**config.mk**
```make
export PLATFORM = sky130hd
export DESIGN_NAME = rst_seq_sync
export DESIGN_NICKNAME = d
export VERILOG_FILES = /design/src/rtl/rst_seq_pkg.sv /design/src/rtl/rst_sync_chain.sv /design/src/rtl/rst_seq_sync.sv
export SDC_FILE = /design/constraint.sdc
export NUM_CORES = 1
export LEC_CHECK = 0
export BUFFER_PORTS_ARGS = -buffer_cell sky130_fd_sc_hd__buf_2
export CAP_MARGIN = 0
export CORE_MARGIN = 1
export CORE_UTILIZATION = 49
export CTS_BUF_LIST = sky130_fd_sc_hd__clkbuf_2
export CTS_CLUSTER_DIAMETER = 30
export DETAILED_ROUTE_END_ITERATION = 10
export PLACE_DENSITY = 0.68
export SLEW_MARGIN = 20
export SYNTH_ARGS = -nofsm -noshare
export SYNTH_HDL_FRONTEND = slang
export SYNTH_SLANG_ARGS = --single-unit
```
**constraint.sdc**
```tcl
create_clock -name i_clk -period 1.98 [get_ports i_clk]
set_clock_uncertainty 0.2 [all_clocks]
set_input_delay 0.396 -clock i_clk [delete_from_list [all_inputs] [get_ports i_clk]]
set_output_delay 0.396 -clock i_clk [all_outputs]
set_load 0.005 [all_outputs]
```
**src/rtl/rst_seq_pkg.sv**
```systemverilog
// Shared types and helpers for the reset synchroniser/sequencer.
// Latency: n/a. Backpressure: n/a.
// Holds the sequencer state encoding and the counter width rule.
package rst_seq_pkg;

    typedef enum logic [1:0] {
        RESET   = 2'd0,
        HOLD    = 2'd1,
        RELEASE = 2'd2,
        RUN     = 2'd3
    } rst_seq_state_e;

    // Counter must reach max(hold, step)-1 without wrapping.
    function automatic int cnt_w(input int hold, input int step);
        return $clog2(((hold > step) ? hold : step) + 1);
    endfunction

endpackage

```
**src/rtl/rst_sync_chain.sv**
```systemverilog
// Async-assert, sync-deassert reset synchroniser chain.
// Latency: release seen STAGES edges after i_rst rises; assertion is immediate.
// Backpressure: none.
module rst_sync_chain #(
    parameter int STAGES = 2
) (
    input  logic i_clk,
    input  logic i_rst,
    output logic o_rst_s
);

    logic [STAGES-1:0] sync_q;

    always_ff @(posedge i_clk or negedge i_rst) begin
        if (!i_rst) begin
            sync_q <= '0;
        end else begin
            sync_q <= {sync_q[STAGES-2:0], 1'b1};
        end
    end

    assign o_rst_s = sync_q[STAGES-1];

endmodule

```
**src/rtl/rst_seq_sync.sv**
```systemverilog
// Reset synchroniser plus hold and staggered per-channel release sequencer.
// Latency: channel k released SYNC_STAGES+1+HOLD_CYCLES+k*STEP_CYCLES edges after i_rst rises.
// Backpressure: none; i_sw_rst restarts the sequence from RESET.
module rst_seq_sync
    import rst_seq_pkg::*;
#(
    parameter int SYNC_STAGES = 2,
    parameter int HOLD_CYCLES = 4,
    parameter int STEP_CYCLES = 3,
    parameter int NUM_CH      = 3
) (
    input  logic              i_clk,
    input  logic              i_rst,
    input  logic              i_sw_rst,
    output logic [NUM_CH-1:0] o_rst_n,
    output logic              o_rst_done,
    output logic              o_busy
);

    localparam int CW  = cnt_w(HOLD_CYCLES, STEP_CYCLES);
    localparam int CHW = $clog2(NUM_CH + 1);

    localparam logic [NUM_CH-1:0] CH0       = NUM_CH'(1);
    localparam logic [CW-1:0]     HOLD_LAST = CW'(HOLD_CYCLES - 1);
    localparam logic [CW-1:0]     STEP_LAST = CW'(STEP_CYCLES - 1);
    localparam logic [CHW-1:0]    CH_LAST   = CHW'(NUM_CH - 1);

    logic           rst_s;
    rst_seq_state_e state;
    logic [CW-1:0]  cnt;
    logic [CHW-1:0] ch;

    rst_sync_chain #(
        .STAGES (SYNC_STAGES)
    ) u_sync (
        .i_clk   (i_clk),
        .i_rst   (i_rst),
        .o_rst_s (rst_s)
    );

    always_ff @(posedge i_clk or negedge i_rst) begin
        if (!i_rst) begin
            state      <= RESET;
            cnt        <= '0;
            ch         <= '0;
            o_rst_n    <= '0;
            o_rst_done <= 1'b0;
            o_busy     <= 1'b0;
        end else if (i_sw_rst) begin
            state      <= RESET;
            cnt        <= '0;
            ch         <= '0;
            o_rst_n    <= '0;
            o_rst_done <= 1'b0;
            o_busy     <= 1'b0;
        end else begin
            case (state)
                RESET: begin
                    if (rst_s) begin
                        state  <= HOLD;
                        cnt    <= '0;
                        o_busy <= 1'b1;
                    end
                end
                HOLD: begin
                    if (cnt == HOLD_LAST) begin
                        cnt     <= '0;
                        o_rst_n <= o_rst_n | CH0;
                        if (NUM_CH == 1) begin
                            state      <= RUN;
                            o_rst_done <= 1'b1;
                            o_busy     <= 1'b0;
                        end else begin
                            state <= RELEASE;
                            ch    <= CHW'(1);
                        end
                    end else begin
                        cnt <= cnt + 1'b1;
                    end
                end
                RELEASE: begin
                    if (cnt == STEP_LAST) begin
                        cnt     <= '0;
                        o_rst_n <= o_rst_n | (CH0 << ch);
                        if (ch == CH_LAST) begin
                            state      <= RUN;
                            o_rst_done <= 1'b1;
                            o_busy     <= 1'b0;
                        end else begin
                            ch <= ch + 1'b1;
                        end
                    end else begin
                        cnt <= cnt + 1'b1;
                    end
                end
                RUN: begin
                    state <= RUN;
                end
                default: begin
                    state <= RESET;
                end
            endcase
        end
    end

endmodule

```
==> impl_metrics.py <==
metrics = {
    "logic_synthesis": {
        "ys_seq_area_share_pct": 42.0,
        "yosysWarnings": 0,
        "synthCells": 85,
        "synth_most_common_cell": "dfrtp_1",
        "yosysUniqueCellTypes": 28,
        "ys_top_cells_by_count": "dfrtp_1 (14), inv_1 (11), ha_1 (10), nor2_1 (10), a21oi_1 (8)",
        "ys_ff_latch": 14,
        "yosysTopAreaCell": "dfrtp_1",
        "synthTopCellsByArea": "dfrtp_1 (42%), ha_1 (15%), inv_1 (4.9%)",
        "synth.net_count": 98,
        "synth_edf_count": 0,
        "syn_avg_cell_area_um2": 9.82,
        "ys_async_sr_fraction_pct": 100,
        "synth_top_area_share_pct": 42.0,
        "synth_area_um2": 835,
        "ys.flop_type": "dfrtp_1",
    },
    "pwr": {
        "power.leakage_uw": 0.000442,
        "vdd_drop_max_mv": 0.471,
        "powerDensity_nw_per_um2": 988,
    },
    "detailed_routing": {
        "drt_first_pass_iters": 4,
        "route.vias.total": 603,
        "via_per_inst": 5.29,
        "drtIter0Drc": 13,
        "drt_wl_total_um": 1470,
        "wire_per_inst_um": 12.9,
        "remaining_drc_errors": 0,
        "ant_nets": 0,
    },
    "final_layout": {
        "design_area_um2": 930,
        "synthToLayoutAreaGrowth_pct": 11.4,
        "fillers": 151,
        "multi_input_area_um2": 432,
        "diodes": 0,
        "utilization_pct": 60.3,
        "ff_latch_area_um2": 350,
        "nets": 112,
        "drive_gt1_share_pct": 19.4,
    },
    "die": {
        "start_util_pct": 54.1,
        "core_area_um2": 1540,
        "die_x_um": 43.3,
        "dieArea_um2": 1870,
        "die_y_um": 43.3,
        "num_rows": 14,
        "ios": 8,
    },
    "grt": {
        "grt_pass1_wl_um": 2410,
        "antenna_found_initial": 0,
        "grt_pass1_vias": 584,
        "grt_max_degree": 15,
        "globalRoute.totalOverflow": 0,
        "grt_use_total_pct": 17.5,
    },
    "place": {
        "dp_hpwl_um": 1100,
        "portBuffers": 7,
        "place_area_um2": 901,
        "globalplace.congestion": 0.864,
        "place_ws_ns": 0.133,
    },
    "sta": {
        "rsz0062_at_grt": "false",
        "fin_crit_ns": 1.86,
        "whs_ns": 0.163,
        "fmaxAchievable_ghz": 0.538,
        "setup-violations-final": 0,
        "final.setup.tns_ns": 0,
        "finalHoldViolCount": 0,
        "layout_setup_ws_ns": 0.121,
        "slew_violations": 0,
        "fin_crit_sh_pct": 93.9,
    },
    "worst_setup_path": {
        "required_ns": 1.99,
        "critical_path_arrival_ns": 1.87,
        "cp_max_fo": 4,
        "start_kind": "flip-flop",
        "path_class": "reg2reg",
        "end_kind": "flip-flop",
    },
    "clock_network": {
        "cts_resized": 0,
        "clkLatencyLatePin_ns": 0.27,
        "cts.sinks": 14,
        "cts_tree": "done",
        "clk_path_buf_depth": 2,
        "cts-root-buf": "clkbuf_2",
        "h-tree-depth": 1,
        "cts_setup_buffers": 0,
        "cts_buffers": 3,
        "ctsHoldBuffers": 1,
        "path_clk_slew_ns": 0.13,
    },
    "hold_path": {
        "min_path_type": "reg2reg",
    },
    "flow_run": {
        "drv_cap": 0,
    },
    "run_status": {
        "status": "completed",
    },
}
## worst max-delay path, stage by stage (launching register included)
cell and delay [ns]:
dfrtp_1 0.43, ha_1 0.22, ha_1 0.22, nor2b_4 0.16, a21oi_1 0.07, or3_1 0.35
a21oi_1 0.15
## layout make-up
| cell class | count | share of cell area, % |
|---|---|---|
| Clock inverter | 1 | 0.404 |
| Inverter | 11 | 4.44 |
| Clock buffer | 3 | 1.62 |
| Multi-Input combinational cell | 58 | 46.4 |
| Timing Repair Buffer | 11 | 7.27 |
| Tap cell | 16 | 2.15 |
| Sequential cell | 14 | 37.7 |
## cells in the final DEF, fill, tap and decap left out, drive strengths merged
cell / n
and3b: 1
mux2i: 2
a311oi: 1
o21ai: 3
clkinv: 1
mux2: 1
nand3: 1
inv: 11
clkbuf: 3
nand2: 4
nand2b: 3
nand4b: 1
a211oi: 1
nor2: 10
nor2b: 2
dlygate4sd3: 1
o31ai: 1
conb: 1
dfrtp: 14
a32oi: 1
a31oi: 1
nor3: 1
a41oi: 1
buf: 10
a21oi: 8
or3: 4
ha: 10
## power breakdown
| group | switching, uW | leakage, uW | internal (uW) |
|---|---|---|---|
| clock network | 92.4 | 0.0000140 | 43.9 |
| registers | 32.4 | 0.000186 | 334 |
| logic | 234 | 0.000242 | 181 |
## routing by layer
| metal | track usage (%) | vias up | part of all wire [%] |
|---|---|---|---|
| met2 | 28.1 | 11 | 45 |
| met5 | 0 | - | 0 |
| li1 | - | 309 | - |
| met1 | 22.5 | 279 | 50 |
| met3 | 2.55 | 4 | 2.6 |
| met4 | 9.09 | 0 | 1.6 |
## stage by stage
step	std cells	total power (uW)
floorplan	85	684
global placement	109	779
detailed placement	109	788
CTS	114	933
global route	114	990
finish	114	918
## flip-flops by register name, summed over array words and instances (netlist names)
| signal | flops |
|---|---|
| state | 2 |
| o_rst_done | 1 |
| ch | 2 |
| cnt | 3 |
| u_sync.sync_q | 2 |
| o_busy | 1 |
| o_rst_n | 3 |
## final timing paths
check | from | to | slack (ns) | cells past startpoint
worst max-delay path | cnt[0] | cnt[0] | 0.12 | 6
worst min-delay path | u_sync.sync_q[0] | u_sync.sync_q[1] | 0.16 | 0
worst max register to register | cnt[0] | cnt[0] | 0.12 | 6
worst min register to register | u_sync.sync_q[0] | u_sync.sync_q[1] | 0.16 | 0
max in group asynchronous | i_rst | o_rst_n[1] | 1.02 | 2
min in group asynchronous | i_rst | state[1] | 0.32 | 2
## cell families (layout without fill, tap and decap cells)
kind of cell    Yosys count  after routing  synth area share (%)
simple gates             27             27                  18.3
compound gates           17             17                  14.2
flops                    14             14                  42.0
buf+inv                  13             26                  6.30
fa+ha+maj                10             10                  15.0
mux                       3              3                  3.75
other cells               1              1                 0.449
Note: power is estimated with default switching activity, not from simulation.
